===== src/rtl/ram_reader.sv =====
// Read-side sequencer for the program RAM: walks addresses 0..DEPTH-1, captures
// each word after the RAM read latency, holds it for display and accumulates a checksum.
module ram_reader #(
  parameter int ADDR_W      = 2,
  parameter int DATA_W      = 8,
  parameter int DEPTH       = 4,
  parameter int READ_LAT    = 1,
  parameter int HOLD_CYCLES = 50000000
) (
  input  logic                     clk,
  input  logic                     clr,
  input  logic                     start,
  input  logic                     step,
  input  logic                     auto_mode,
  output logic                     rd_en,
  output logic [ADDR_W-1:0]        rd_addr,
  input  logic [DATA_W-1:0]        rd_data,
  output logic [DATA_W-1:0]        word_out,
  output logic [ADDR_W-1:0]        word_addr,
  output logic                     word_valid,
  output logic [DATA_W+ADDR_W-1:0] sum,
  output logic                     busy,
  output logic                     done
);

  localparam int SUM_W  = DATA_W + ADDR_W;
  localparam int WAIT_W = (READ_LAT > 1) ? $clog2(READ_LAT) : 1;
  localparam int HOLD_W = (HOLD_CYCLES > 1) ? $clog2(HOLD_CYCLES) : 1;

  localparam logic [ADDR_W-1:0] LAST_ADDR = ADDR_W'(DEPTH - 1);
  localparam logic [WAIT_W-1:0] WAIT_LAST = WAIT_W'(READ_LAT - 1);
  localparam logic [HOLD_W-1:0] HOLD_LAST = HOLD_W'(HOLD_CYCLES - 1);

  typedef enum logic [2:0] {
    S_IDLE,
    S_ISSUE,
    S_WAIT,
    S_SHOW,
    S_DONE
  } state_t;

  state_t            state;
  logic [WAIT_W-1:0] wait_cnt;
  logic [HOLD_W-1:0] hold_cnt;
  logic              show_advance;
  logic              last_word;
  logic              wait_last;

  // Manual mode advances on step; auto mode after the dwell counter expires.
  assign show_advance = auto_mode ? (hold_cnt == HOLD_LAST) : step;
  assign last_word    = (rd_addr == LAST_ADDR);
  assign wait_last    = (wait_cnt == WAIT_LAST);

  always_ff @(posedge clk or posedge clr) begin
    if (clr) begin
      state      <= S_IDLE;
      rd_en      <= 1'b0;
      rd_addr    <= '0;
      word_out   <= '0;
      word_addr  <= '0;
      word_valid <= 1'b0;
      sum        <= '0;
      busy       <= 1'b0;
      done       <= 1'b0;
      wait_cnt   <= '0;
      hold_cnt   <= '0;
    end else begin
      case (state)
        S_IDLE, S_DONE: begin
          if (start) begin
            state   <= S_ISSUE;
            sum     <= '0;
            rd_addr <= '0;
            rd_en   <= 1'b1;
            busy    <= 1'b1;
            done    <= 1'b0;
          end
        end

        S_ISSUE: begin
          state    <= S_WAIT;
          rd_en    <= 1'b0;
          wait_cnt <= '0;
        end

        S_WAIT: begin
          // rd_data is only trusted on the final latency edge.
          if (wait_last) begin
            state      <= S_SHOW;
            word_out   <= rd_data;
            word_addr  <= rd_addr;
            sum        <= sum + SUM_W'(rd_data);
            word_valid <= 1'b1;
            hold_cnt   <= '0;
          end else begin
            wait_cnt <= wait_cnt + WAIT_W'(1);
          end
        end

        S_SHOW: begin
          if (show_advance) begin
            word_valid <= 1'b0;
            if (last_word) begin
              state <= S_DONE;
              busy  <= 1'b0;
              done  <= 1'b1;
            end else begin
              state   <= S_ISSUE;
              rd_addr <= rd_addr + ADDR_W'(1);
              rd_en   <= 1'b1;
            end
          end else if (auto_mode) begin
            hold_cnt <= hold_cnt + HOLD_W'(1);
          end
        end

        default: begin
          state      <= S_IDLE;
          rd_en      <= 1'b0;
          word_valid <= 1'b0;
          busy       <= 1'b0;
          done       <= 1'b0;
        end
      endcase
    end
  end

endmodule

===== config.mk =====
export PLATFORM = sky130hd
export DESIGN_NAME = ram_reader
export DESIGN_NICKNAME = d
export VERILOG_FILES = /design/src/rtl/ram_reader.sv
export SDC_FILE = /design/constraint.sdc
export NUM_CORES = 1
export LEC_CHECK = 0
export CAP_MARGIN = 10
export CELL_PAD_IN_SITES_DETAIL_PLACEMENT = 2
export CELL_PAD_IN_SITES_GLOBAL_PLACEMENT = 2
export CORE_MARGIN = 4
export CORE_UTILIZATION = 38
export CTS_BUF_LIST = sky130_fd_sc_hd__clkbuf_2 sky130_fd_sc_hd__clkbuf_4 sky130_fd_sc_hd__clkbuf_8
export CTS_CLUSTER_SIZE = 20
export DETAILED_ROUTE_END_ITERATION = 8
export PLACE_DENSITY = 0.88
export SLEW_MARGIN = 15
export SYNTH_ARGS = -nofsm -noshare
export SYNTH_HDL_FRONTEND = slang
export SYNTH_SLANG_ARGS = --single-unit

===== constraint.sdc =====
create_clock -name clk -period 4.3 [get_ports clk]
set_clock_uncertainty 0.1 [all_clocks]
set_input_delay 0.86 -clock clk [delete_from_list [all_inputs] [get_ports clk]]
set_output_delay 0.86 -clock clk [all_outputs]
set_load 0.05 [all_outputs]

Word level (Yosys, flattened, before mapping) --
Index checks and enable logic that the tools add are counted.
Operators by class: reduce and logical (&&, ||, !) cells 16, muxes and demuxes 33, bitwise operators 4, equal/unequal tests 13, $add $sub $neg 4
Operator list (count):
- $mux W26 | 3
- $pmux W26 S2 | 1
- $add A26 B1 Y26 const B | 1
- $eq A26 B26 Y1 const B | 1
- $mux W10 | 2
- $pmux W10 S2 | 1
- $reduce_and A4 Y1 | 4
- $ne A2 B2 Y1 const B | 7
- $mux W1 | 12
- $mux W3 | 4
- $pmux W1 S3 | 4
- $pmux W3 S4 | 1
- $add A10 B8 Y10 | 1
- $reduce_and A3 Y1 | 3
- $reduce_bool A2 Y1 | 4
- $eq A3 B2 Y1 const B | 2
- $mux W2 | 3
- $not A1 Y1 | 4
- $pmux W2 S2 | 1
- $reduce_or A2 Y1 | 2
- $eq A3 B1 Y1 const B | 1
- $eq A3 B3 Y1 const B | 1
- $logic_not A3 Y1 | 1
- $reduce_or A3 Y1 | 1
- other kinds (5) | 5
Storage, ports and cells: logic and storage cells 81, register bits after elaboration 56, output and inout bits 26, input bits 13

Longest topological paths before layout --
word-level depth 4, depth in mapped cells 8, mapped depth without buffers 8

Least setup slack after synthesis --
OpenSTA, ideal clock, no wires.
path kind input-to-reg, start point in rd_data[0], end point reg sum[6], stages 8, setup slack 1.773 ns, setup time 0.122 ns, required time 4.078 ns, buffers on the path 0, arrival time 2.305 ns, cell sequence ha_1 -> inv_1 -> fa_1 -> nor2b_1 -> o31ai_1 -> a21boi_0 -> or3_1 -> a32o_1
On the way: longest elaborated chain between the ends 3
RTL lines:
- start, declared | RTL line 17 | input logic [DATA_W-1:0] rd_data,
- $add A10 B8 Y10 | RTL line 92 | sum <= sum + SUM_W'(rd_data);
- $mux W10 | RTL line 88 | if (wait_last) begin
- $pmux W10 S2 | RTL line 68 | case (state)
- end signal, assigned | RTL line 92
- end, declared | RTL line 21 | output logic [DATA_W+ADDR_W-1:0] sum,
No other way between the ends. The select of a mux whose other input is x is not followed. A chain may end at the register's enable or synchronous reset.

Worst setup path after layout --
Same ends and word-level chain as after synthesis.

==> results.md <==
- Crit-path max FO: 3
- Initial core utilization: 38.9%
- Clock-pin slew on the worst setup and hold paths: 110 ps
- Final setup fails: 0
- YS warnings: 0
- Setup ws final: 1310 ps
- P_int: 1.22 mW
- Die area: 9360 um2
- Synth Area in XOR/XNOR: 5.56%
- Crit-path max cell delay: 440 ps
- Slew HR: 43.9%
- Clk Latency, worst-skew pair: 320 ps
- CTS tree: done
- IO Pins: 39
- CTS root buffer: clkbuf_8
- Post-Synth Adder-Cell Area: 4.85%
- Leak Pwr: 1.57 nW
- Tcrit/Tclk final: 69.5%
- Antenna Diode Count: 0
- Core ar.: 7690 um2
- DP HPWL: 6520 um
- Worst Setup End Kind: flop
- Crit start category: primary input
- Worst path slowest cell: clkdlybuf4s50_1
- Synth cell types: 48
- Max-slew violations: 0
- CP arrival: 3100 ps
- DRT antenna net count: 0
- DRT Wirelength: 8910 um
- Die H: 96.7 um
- WP data required: 4410 ps
- CTS Buf Count: 5
- Row cnt: 32
- H-tree levels: 2
- Largest net degree at the start of global routing: 34
- First-pass DRT Iterations: 4
- Final-report hold violation count: 0
- Via Count: 2,619
- Synth Flop Type: dfrtp_1
- Status: completed
- Nets: 385
- Seq pwr share: 33.2%
- Commonest non-fill, non-tap cell in the layout: dfrtp_1
- Hold Crit Class: reg -> reg
- First-pass GRT wire length: 15,700 um
- Fmax: 335 MHz
- Global Route Usage Sum: 20.0%
- Critical path type: in -> reg
- Post-CTS setup buffer count: 0
- Final min period: 2990 ps
- NetSw: 1.19 mW
- Drc violations: 0
- Share of flip-flops with an asynchronous set or reset: 100%
- GRT overflow: 0
- Clock tree buffer depth: 2
- IO Port Bufs: 38
- CP Buf/Inv Count: 2
- Synthesized area per cell: 9.20 um2
- VDD IR max: 0.362 mV
- RSZ-0062 raised after global routing: no
- Mux cell area share after synthesis: 2.01%
- Cells along the critical path: clkdlybuf4s50_1 > ha_1 > inv_1 > fa_1 > nor2b_1 > o31ai_1 > a21boi_0 > or3_1 > a32o_1
- Post-synthesis cell area: 2990 um2
- Final setup TNS: 0 ps
- Clock power share: 12.6%
- Pwr/cell area: 673 nW/um2
- Gate power share: 54.2%
- Synth Register Bits: 55
- Initial antenna violation count: 0
- Vias in the first global route: 3,064
- Fraction of layout cells with a size suffix above 1: 4.70%
- Syn nets: 349
- Cells after Synth: 325
- CTS sink cnt: 55
- Hold-fix buffers, CTS: 0
- Synth Area in Compound Gates: 13.2%
- Chip width: 96.7 um
- Sequential share of the synthesized area: 46.0%
- Wirelength per Cell: 19.2 um
- Layout area overhead: 19.4%
- Switch share: 49.4%
- Main combinational cell family by area after synthesis: simple AND/OR/NAND/NOR gates
- EDFF count, synth: 0
- Simple logic cell fraction of the synthesized area: 24.9%
- Most frequent cells in the layout: dfrtp_1, nand2_1, clkdlybuf4s50_1
- Tightest Pin Transition: 841 ps
- Cts repair resizes: 0
- Max-cap viol count: 0
- Iteration-0 DRC count of the detailed router: 74
- Top delay family on crit path: compound AO/OA/AOI/OAI gates
- Via density: 5.64
- Final GP Congestion: 0.764
- Post-place setup slack: 957 ps
==> routing by layer <==
metal  up-vias  GRT usage, %  routed length, um
met2        40          35.6               4660
met1      1337          25.2               3890
met3        15          3.10                209
li1       1227             -                  -
met4         0          5.40                151
met5         -             0                  0
==> through the flow <==
stage / power (mW) / cells / utilization [%] / area [um2] / hold slack, ps
2_1_floorplan: 1.66 / 325 / - / 2990 / 405
3_3_place_gp: 2.05 / 456 / 45.2 / 3480 / 360
3_5_place_dp: 2.12 / 456 / 45.2 / 3480 / 368
4_1_cts: 2.44 / 464 / 46.5 / 3570 / 396
5_1_grt: 2.58 / 464 / 46.5 / 3570 / 436
6_report: 2.40 / 464 / 46.5 / 3570 / 390
==> tightest hold or removal path: cells and delay by family (launching register included) <==
family	cells	cell delay (ps)
AND/OR/NAND/NOR	2	110
flip-flops	1	360
==> cells by family after synthesis <==
family,count (synthesis)
multiplexers,6
flip-flops,55
XOR/XNOR,19
adder cells (fa/ha/maj),11
buffers and inverters,27
AO/OA/AOI/OAI,60
AND/OR/NAND/NOR,147
==> cells in the mapped netlist, types with 5 or more instances <==
| library cell | count | area, um2 |
|---|---|---|
| nand3_1 | 13 | 65.1 |
| nand2_1 | 50 | 188 |
| nor2_1 | 24 | 90.1 |
| mux2i_1 | 6 | 60.1 |
| nand4_1 | 7 | 43.8 |
| nor4_1 | 9 | 56.3 |
| ha_1 | 10 | 125 |
| a21oi_1 | 12 | 60.1 |
| nor3_1 | 15 | 75.1 |
| inv_1 | 15 | 56.3 |
| xnor2_1 | 16 | 140 |
| clkbuf_1 | 9 | 33.8 |
| nand2b_1 | 6 | 37.5 |
| dfrtp_1 | 55 | 1380 |
| a21o_1 | 5 | 37.5 |
| o21ai_0 | 15 | 75.1 |
==> state kept, by name, indices dropped and copies added, names as in the netlist <==
signal	count
hold_cnt	26
sum	10
word_out	8
state	3
rd_addr	2
word_addr	2
busy	1
done	1
rd_en	1
word_valid	1
==> final timing paths <==
| path | startpoint | to | slack [ps] | cells past startpoint |
|---|---|---|---|---|
| setup / recovery | rd_data[0] | sum[6]$_DFFE_PP0P_ | 1310 | 9 |
| hold / removal | word_out[2]$_DFFE_PP0P_ | word_out[2]$_DFFE_PP0P_ | 390 | 2 |
| setup reg to reg | sum[0]$_DFFE_PP0P_ | sum[6]$_DFFE_PP0P_ | 1890 | 8 |
| hold reg to reg | word_out[2]$_DFFE_PP0P_ | word_out[2]$_DFFE_PP0P_ | 390 | 2 |
| max in group asynchronous | clr | hold_cnt[16]$_DFFE_PP0P_ | 2450 | 3 |
| min in group asynchronous | clr | sum[0]$_DFFE_PP0P_ | 800 | 2 |
==> power by group through the flow <==
| stage | logic (mW) | clock network [mW] | registers, mW |
|---|---|---|---|
| floorplan | 0.498 | 0 | 1.16 |
| global placement | 1.25 | 0 | 0.797 |
| detailed placement | 1.31 | 0 | 0.807 |
| CTS | 1.32 | 0.311 | 0.801 |
| global route | 1.42 | 0.340 | 0.827 |
| finish | 1.30 | 0.304 | 0.797 |
==> layout make-up <==
| class | instances | area (um2) |
|---|---|---|
| Multi-Input combinational cell | 243 | 1510 |
| Fill cell | 839 | 4120 |
| Clock buffer | 5 | 68.8 |
| Sequential cell | 55 | 1380 |
| Inverter | 15 | 56.3 |
| Clock inverter | 3 | 25.0 |
| Tap cell | 102 | 128 |
| Timing Repair Buffer | 41 | 403 |
(Power assumes the default switching activity.)
